[src/rtl/serial_sub_pkg.sv]
// rtl/serial_sub_pkg.sv - shared types and constants for the digit-serial subtractor
package serial_sub_pkg;

  localparam int SLICE_W = 4;

  typedef enum logic [1:0] {IDLE, RUN, DONE} state_t;

  function automatic int slice_count(input int width);
    return width / SLICE_W;
  endfunction

endpackage

[src/rtl/serial_sub_str_fourbit.sv]
// rtl/serial_sub_str_fourbit.sv - combinational 4-bit ripple-borrow slice of full-subtractor cells
module fourbit_sub_str
  import serial_sub_pkg::*;
(
  output logic               Bout,
  output logic [SLICE_W-1:0] D,
  input  logic [SLICE_W-1:0] A,
  input  logic [SLICE_W-1:0] B,
  input  logic               Bin
);

  logic [SLICE_W:0] w_borrow;

  assign w_borrow[0] = Bin;

  for (genvar i = 0; i < SLICE_W; i++) begin : g_cell
    assign D[i]            = A[i] ^ B[i] ^ w_borrow[i];
    assign w_borrow[i + 1] = (~A[i] & B[i]) | (~(A[i] ^ B[i]) & w_borrow[i]);
  end

  assign Bout = w_borrow[SLICE_W];

endmodule

[src/rtl/serial_sub_str.sv]
// rtl/serial_sub_str.sv - digit-serial WIDTH-bit subtractor, one 4-bit slice per clock
// Optional add mode (op port) enabled by defining SERIAL_SUB_ADD_MODE_EN.
module serial_sub_str
  import serial_sub_pkg::*;
#(
  parameter int WIDTH = 16
) (
  input  logic             clk,
  input  logic             rst_n,
  input  logic             in_valid,
  output logic             in_ready,
  input  logic [WIDTH-1:0] A,
  input  logic [WIDTH-1:0] B,
  input  logic             Bin,
`ifdef SERIAL_SUB_ADD_MODE_EN
  input  logic             op,
`endif
  output logic             out_valid,
  input  logic             out_ready,
  output logic [WIDTH-1:0] D,
  output logic             Bout,
  output logic             ovf
);

  localparam int N  = slice_count(WIDTH);
  localparam int CW = (N > 1) ? $clog2(N) : 1;

  state_t             r_state, w_next;
  logic [CW-1:0]      r_cnt;
  logic [WIDTH-1:0]   r_a, r_b, r_d;
  logic               r_borrow, r_bout, r_ovf, r_in_ready, r_out_valid;
  logic [SLICE_W-1:0] w_sd;
  logic               w_sbout, w_accept, w_last, w_release, w_add;
  logic [WIDTH-1:0]   w_cap_b;
  logic               w_cap_bin;

  assign w_accept  = (r_state == IDLE) && r_in_ready && in_valid;
  assign w_last    = (r_state == RUN) && (r_cnt == CW'(N - 1));
  assign w_release = (r_state == DONE) && r_out_valid && out_ready;

`ifdef SERIAL_SUB_ADD_MODE_EN
  // A + B + Cin == A - ~B - ~Cin (mod 2^WIDTH); carry-out is the inverted borrow.
  logic r_op;
  assign w_add     = r_op;
  assign w_cap_b   = op ? ~B : B;
  assign w_cap_bin = Bin ^ op;

  always_ff @(posedge clk or negedge rst_n) begin
    if (!rst_n)        r_op <= 1'b0;
    else if (w_accept) r_op <= op;
  end
`else
  assign w_add     = 1'b0;
  assign w_cap_b   = B;
  assign w_cap_bin = Bin;
`endif

  fourbit_sub_str u_slice (
    .Bout (w_sbout),
    .D    (w_sd),
    .A    (r_a[SLICE_W-1:0]),
    .B    (r_b[SLICE_W-1:0]),
    .Bin  (r_borrow)
  );

  always_ff @(posedge clk or negedge rst_n) begin
    if (!rst_n) r_state <= IDLE;
    else        r_state <= w_next;
  end

  always_comb begin
    w_next = r_state;
    case (r_state)
      IDLE:    if (w_accept)  w_next = RUN;
      RUN:     if (w_last)    w_next = DONE;
      DONE:    if (w_release) w_next = IDLE;
      default: w_next = IDLE;
    endcase
  end

  always_ff @(posedge clk or negedge rst_n) begin
    if (!rst_n) begin
      r_cnt       <= '0;
      r_a         <= '0;
      r_b         <= '0;
      r_d         <= '0;
      r_borrow    <= 1'b0;
      r_bout      <= 1'b0;
      r_ovf       <= 1'b0;
      r_in_ready  <= 1'b0;
      r_out_valid <= 1'b0;
    end else begin
      case (r_state)
        IDLE: begin
          r_in_ready <= 1'b1;
          if (w_accept) begin
            r_in_ready <= 1'b0;
            r_a        <= A;
            r_b        <= w_cap_b;
            r_borrow   <= w_cap_bin;
            r_cnt      <= '0;
          end
        end
        RUN: begin
          // Result nibbles enter r_a from the top as operand nibbles leave the bottom.
          r_a      <= {w_sd, r_a[WIDTH-1:SLICE_W]};
          r_b      <= r_b >> SLICE_W;
          r_borrow <= w_sbout;
          r_cnt    <= r_cnt + CW'(1);
          if (w_last) begin
            r_out_valid <= 1'b1;
            r_d         <= {w_sd, r_a[WIDTH-1:SLICE_W]};
            r_bout      <= w_sbout ^ w_add;
            // Borrow into the MSB recovered from the MSB sum bit.
            r_ovf       <= w_sd[SLICE_W-1] ^ r_a[SLICE_W-1] ^ r_b[SLICE_W-1] ^ w_sbout;
          end
        end
        DONE: begin
          if (w_release) begin
            r_out_valid <= 1'b0;
            r_in_ready  <= 1'b1;
          end
        end
        default: ;
      endcase
    end
  end

  assign in_ready  = r_in_ready;
  assign out_valid = r_out_valid;
  assign D         = r_d;
  assign Bout      = r_bout;
  assign ovf       = r_ovf;

endmodule
[config.mk]
export PLATFORM = sky130hd
export DESIGN_NAME = serial_sub_str
export DESIGN_NICKNAME = d
export VERILOG_FILES = /design/src/rtl/serial_sub_pkg.sv /design/src/rtl/serial_sub_str_fourbit.sv /design/src/rtl/serial_sub_str.sv
export SDC_FILE = /design/constraint.sdc
export NUM_CORES = 1
export LEC_CHECK = 0
export CORE_ASPECT_RATIO = 1.75
export CORE_MARGIN = 8
export CORE_UTILIZATION = 30
export CTS_CLUSTER_DIAMETER = 150
export DETAILED_ROUTE_END_ITERATION = 16
export GPL_TIMING_DRIVEN = 0
export SYNTH_ARGS = -nofsm -noshare
export SYNTH_HDL_FRONTEND = slang
export SYNTH_SLANG_ARGS = --single-unit
[constraint.sdc]
create_clock -name clk -period 2.7 [get_ports clk]
set_input_delay 0.54 -clock clk [delete_from_list [all_inputs] [get_ports clk]]
set_output_delay 0.54 -clock clk [all_outputs]
set_load 0.02 [all_outputs]
# Yosys cells after proc, flatten, opt, wreduce, memory -nomap -nowiden

Index checks and enable logic that the tools add are counted.

Add/sub/neg operators: 1
Equal/unequal tests: 6
Multiplexer cells: 18
Bitwise operators: 31
Reduce and logical (&&, ||, !) cells: 14

Operators with widths:

| operator            | count |
|---|---|
| $pmux 16 s2         | 2 |
| $mux 16             | 2 |
| $xor 1x1->1         | 11 |
| $and 1x1->1         | 8 |
| $mux 2              | 4 |
| $not 1->1           | 8 |
| $ne 2x2->1 const B  | 3 |
| $pmux 1 s2          | 3 |
| $pmux 2 s3          | 1 |
| $reduce_and 2->1    | 3 |
| $reduce_and 3->1    | 2 |
| $reduce_bool 2->1   | 3 |
| $logic_and 1x1->1   | 5 |
| $mux 1              | 5 |
| $eq 2x2->1 const B  | 2 |
| $or 1x1->1          | 4 |
| $pmux 2 s2          | 1 |
| $add 2x1->2 const B | 1 |
| $eq 2x1->1 const B  | 1 |
| $logic_not 2->1     | 1 |

Flip-flop bits (word level): 57
Input bits: 37
Output and inout port bits: 20
Word-level logic and storage cells: 80

# Longest topological paths before layout

Depth after elaboration: 12
Gate-level depth with buffers: 10
Depth with buffers taken out: 10

# Modules after synthesis

Synthesis repeated with hierarchy kept, for this count alone.

Cell total of the unflattened synthesis: 231
Area total of the unflattened synthesis: 2680.1 µm²

Modules (own cells, without submodules):

| module          | instances | cells each | area each (µm²) | sequential area each (µm²) |
|---|---|---|---|---|
| serial_sub_str  | 1         | 217        | 2562.5          | 1426.4 |
| fourbit_sub_str | 1         | 14         | 117.6           | 0.0 |

# Worst setup path after synthesis

OpenSTA, ideal clock, no wires.

Kind: reg-to-reg
From: reg r_b[0]
To: reg r_a[15]
Setup time: 121 ps
Arrival time: 2249 ps
Data required time: 2579 ps
Path slack: 330 ps
Cell stages (with the launch flop): 11
Buffers on the path: 0
Period minus slack after synthesis: 2370 ps
Path through: dfrtp_1 -> inv_1 -> fa_1 -> inv_1 -> fa_1 -> fa_1 -> inv_1 -> fa_1 -> nand2b_1 -> o31a_1 -> o22a_1

Word-level cells in the longest chain between the ends: 10
Elaborated cells on any way between the ends: 11
Those cells by class: 1 x mux; 10 x bitwise

RTL lines:

| item                   | line                         | RTL |
|---|---|---|
| from (decl)            | serial_sub_str.sv:30         | `logic [WIDTH-1:0] r_a, r_b, r_d;` |
| from (signal assigned) | serial_sub_str.sv:99         | `r_b <= w_cap_b;` |
| from (signal assigned) | serial_sub_str.sv:107        | `r_b <= r_b >> SLICE_W;` |
| $xor 1x1->1            | serial_sub_str_fourbit.sv:18 | `assign w_borrow[i + 1] = (~A[i] & B[i]) \| (~(A[i] ^ B[i]) & w_borrow[i]);` |
| $not 1->1              | serial_sub_str_fourbit.sv:18 |  |
| $and 1x1->1            | serial_sub_str_fourbit.sv:18 |  |
| $or 1x1->1 *           | serial_sub_str_fourbit.sv:18 |  |
| $and 1x1->1 *          | serial_sub_str_fourbit.sv:18 |  |
| $or 1x1->1 *           | serial_sub_str_fourbit.sv:18 |  |
| $and 1x1->1 *          | serial_sub_str_fourbit.sv:18 |  |
| $or 1x1->1 *           | serial_sub_str_fourbit.sv:18 |  |
| $xor 1x1->1 *          | serial_sub_str_fourbit.sv:17 | `assign D[i] = A[i] ^ B[i] ^ w_borrow[i];` |
| named net u_slice.D[3] | serial_sub_str_fourbit.sv:6  | `output logic [SLICE_W-1:0] D,` |
| $pmux 16 s2 *          | serial_sub_str.sv:93         | `case (r_state)` |
| to (signal assigned)   | serial_sub_str.sv:106        | `r_a <= {w_sd, r_a[WIDTH-1:SLICE_W]};` |
| to (decl)              | serial_sub_str.sv:30         |  |

Mark *: on every way through the listed nets, which the timed path passes. The rest lies on a longest branch.
A chain may end at the register's enable or synchronous reset.

# Final worst setup path

From: reg r_b[0]
To: reg r_ovf (netlist: ovf)

Word-level cells in the longest chain between the ends: 12
Elaborated cells on any way between the ends: 15
Those cells by class: 15 x bitwise

RTL lines:

| item                       | line                         | RTL |
|---|---|---|
| $xor 1x1->1                | serial_sub_str_fourbit.sv:18 |  |
| $not 1->1                  | serial_sub_str_fourbit.sv:18 |  |
| $and 1x1->1                | serial_sub_str_fourbit.sv:18 |  |
| $or 1x1->1 *               | serial_sub_str_fourbit.sv:18 |  |
| $and 1x1->1 *              | serial_sub_str_fourbit.sv:18 |  |
| $or 1x1->1 *               | serial_sub_str_fourbit.sv:18 |  |
| $and 1x1->1 *              | serial_sub_str_fourbit.sv:18 |  |
| $or 1x1->1 *               | serial_sub_str_fourbit.sv:18 |  |
| $xor 1x1->1 *              | serial_sub_str_fourbit.sv:17 |  |
| named net u_slice.D[3]     | serial_sub_str_fourbit.sv:6  |  |
| $xor 1x1->1 * (3 in a row) | serial_sub_str.sv:115        | `r_ovf <= w_sd[SLICE_W-1] ^ r_a[SLICE_W-1] ^ r_b[SLICE_W-1] ^ w_sbout;` |
| to (signal assigned)       | serial_sub_str.sv:115        |  |
| to (decl)                  | serial_sub_str.sv:31         | `logic r_borrow, r_bout, r_ovf, r_in_ready, r_out_valid;` |

Marked as above.

==> flow_summary.json <==
{
  "place.gp.congestion": 0.746,
  "fillers": 902,
  "ys_types": 28,
  "grt_antenna_before_repair": 0,
  "pre_cts_ws_ns": 0.115,
  "die_h_um": 142,
  "n_antenna_cell": 0,
  "multi_input_comb_area_mm2": 0.00105,
  "maxSlewViolCount": 0,
  "yosysSeqAreaShare_pct": 52.5,
  "io_pins": 57,
  "coreArea_mm2": 0.00892,
  "grt_overflow": 0,
  "r2r_slack_ns": 0.12,
  "cts_root_buf": "clkbuf_16",
  "post_route_cells_drive_above_1_share_pct": 11.6,
  "drt-total-wl_mm": 6.99,
  "cts_tree": "built",
  "cap_viol_max_count": 0,
  "clkTransAtPathRegs_ns": 0.05,
  "critPathBufInv": 3,
  "final_nets": 356,
  "final.setup_skew_ns": 0.00441,
  "holdBufCountCts": 0,
  "grt-busiest-layer": "met2",
  "htreeDepth": 3,
  "rows": 46,
  "start_kind": "register",
  "grt_max_degree": 32,
  "path_max_fanout": 3,
  "register_area_mm2": 0.00143,
  "synthFlopType": "dfrtp_1",
  "use_met2_pct": 21.2,
  "crit_type": "reg -> reg",
  "fmax_mhz": 387,
  "vdd_drop_max_mv": 0.563,
  "syn_area_per_cell_um2": 11.0,
  "use_met3_pct": 3.19,
  "grt_use_met1_pct": 13.2,
  "place.port_buffers": 56,
  "hold_slack_ns": 0.240,
  "post_drt_via_cell_ratio": 4.70,
  "status": "completed",
  "clock-sinks": 57,
  "tightest_slew_ns": 0.644,
  "end_kind": "register",
  "dieWidth_um": 87.9,
  "grt_usage_pct": 12.4,
  "place_hpwl_mm": 5.34,
  "routedWlPerCell_um": 15.9,
  "syn_inst": 246,
  "cp_common_cell": "fa_1",
  "p_total_mw": 4.89,
  "syn_to_final_growth_pct": 36.9,
  "die_area_mm2": 0.0125,
  "drtIter0Drc": 83,
  "post-route-drc-count": 0,
  "holdCritPathClass": "in -> async",
  "yosysMostFrequentCell": "dfrtp_1",
  "num_vias": 2062,
  "worst_ep_required_time_ns": 2.90,
  "synth-edff-count": 0,
  "clk_latency_ns": 0.33,
  "detail-route-antenna-nets": 0,
  "syn-num-nets": 288,
  "initial_core_util_pct": 30.4,
  "crit_chain": "inv_1 -> fa_1 -> inv_1 -> fa_1 -> fa_1 -> inv_1 -> fa_1 -> xor2_1 -> xnor2_1 -> o21ai_0",
  "dr.pass1.iters": 4,
  "rsz0062_at_grt": "false",
  "synthTopCellsByArea": "dfrtp_1 (53%), o22a_1 (9.4%), a2bb2oi_1 (6.8%), o21ai_0 (4.8%), inv_1 (4.1%)",
  "netlist.area_leader.share_pct": 52.5,
  "ys_seq_elements": 57,
  "first_global_vias": 2224,
  "final-hold-violation-count": 0,
  "critPathArrivalTime_ns": 2.79,
  "cts_buffer_depth": 2,
  "relSlewSlack_pct": 57.0,
  "slowest_stage": "fa_1",
  "cts_resized": 0,
  "async_reset_ff_share_pct": 100,
  "postCtsSetupBuffers": 0,
  "critPathTopFamily": "adder cells",
  "fin_crit_sh_pct": 95.7,
  "synthesis.area_mm2": 0.00272,
  "cpPeakStageDelay_ns": 0.47,
  "synth_common_cells": "dfrtp_1 (57), inv_1 (30), o22a_1 (29), o21ai_0 (26), nand2_1 (24)",
  "setup_viol": 0,
  "postLayoutCoreUtil_pct": 41.7,
  "fin_ws_ns": 0.116,
  "synth_area_leader_cell": "dfrtp_1",
  "powerDensity_mw_per_mm2": 1320,
  "min_period_ns": 2.58,
  "synth_warnings": 0,
  "grt_pass1_wl_mm": 11.4,
  "leakage_nw": 1.68,
  "numCtsBuffers": 9
}
power by group:
| part | leakage, nW | internal (mW) | total [mW] | switching [mW] |
|---|---|---|---|---|
| Combinational | 0.874 | 1.16 | 2.35 | 1.19 |
| Sequential | 0.669 | 1.27 | 1.51 | 0.239 |
| Clock | 0.139 | 0.664 | 1.03 | 0.369 |
| Total | 1.68 | 3.09 | 4.89 | 1.79 |
routing by layer:
layer,share of wire [%],vias up
li1,-,1007
met1,40,1000
met2,53,45
met3,4.3,10
met4,2.4,0
met5,0,-
worst reg2reg max path: cells and delay by family, from the launching register on:
family | cells | cell delay, ns
adders and majority gates | 4 | 1.38
AOI/OAI and AO/OA | 1 | 0.09
xor gates and xnor gates | 2 | 0.36
buffers and inverters | 3 | 0.25
DFF | 1 | 0.39
final timing paths:
kind	from	to	cells after the start
max	r_b[0]	ovf	10
min	rst_n	Bout	1
max reg2reg	r_b[0]	ovf	10
min reg2reg	D[7]	D[7]	2
max in group asynchronous	rst_n	D[13]	2
min in group clk	D[7]	D[7]	2
final cells by class:
| cell class | instances | area share (%) |
|---|---|---|
| Tap cell | 120 | 4.04 |
| Buffer | 19 | 3.33 |
| Inverter | 30 | 3.03 |
| Sequential cell | 57 | 38.4 |
| Multi-Input combinational cell | 140 | 28.3 |
| Clock buffer | 13 | 7.00 |
| Timing Repair Buffer | 57 | 15.5 |
| Clock inverter | 3 | 0.404 |
layout by cell type, fill, tap and decap left out, drive strengths merged, types with 4 or more instances in the layout:
master	netlist	layout
a21oi	4	4
inv	30	30
buf	13	15
dfrtp	57	57
clkdlybuf4s50	0	55
nand2	25	25
o21ai	27	27
fa	4	4
nand2b	7	7
a22oi	4	4
a2bb2oi	23	23
o31a	6	6
clkbuf	6	19
o22a	29	29
state kept, by name, indices dropped and copies added (netlist names):
| signal | cells |
|---|---|
| D | 16 |
| r_a | 16 |
| r_b | 16 |
| r_cnt | 2 |
| r_state | 2 |
| Bout | 1 |
| in_ready | 1 |
| out_valid | 1 |
| ovf | 1 |
| r_borrow | 1 |
metrics by stage:
| stage | cells | area (um2) | setup TNS, ns |
|---|---|---|---|
| 2_1_floorplan | 246 | 2720 | 0 |
| 3_3_place_gp | 422 | 3430 | -43.90 |
| 3_5_place_dp | 423 | 3440 | 0 |
| 4_1_cts | 439 | 3720 | 0 |
| 5_1_grt | 439 | 3720 | 0 |
| 6_report | 439 | 3720 | 0 |
cell families after synthesis:
| group | count (synthesis) | share of synthesized area [%] |
|---|---|---|
| compound gates | 94 | 26.5 |
| xor+xnor | 3 | 0.968 |
| fa+ha+maj | 5 | 3.41 |
| buf+inv | 49 | 8.71 |
| flops | 57 | 52.5 |
| mux | 1 | 0.415 |
| simple gates | 37 | 7.47 |
Note: power is estimated with default switching activity, not from simulation.
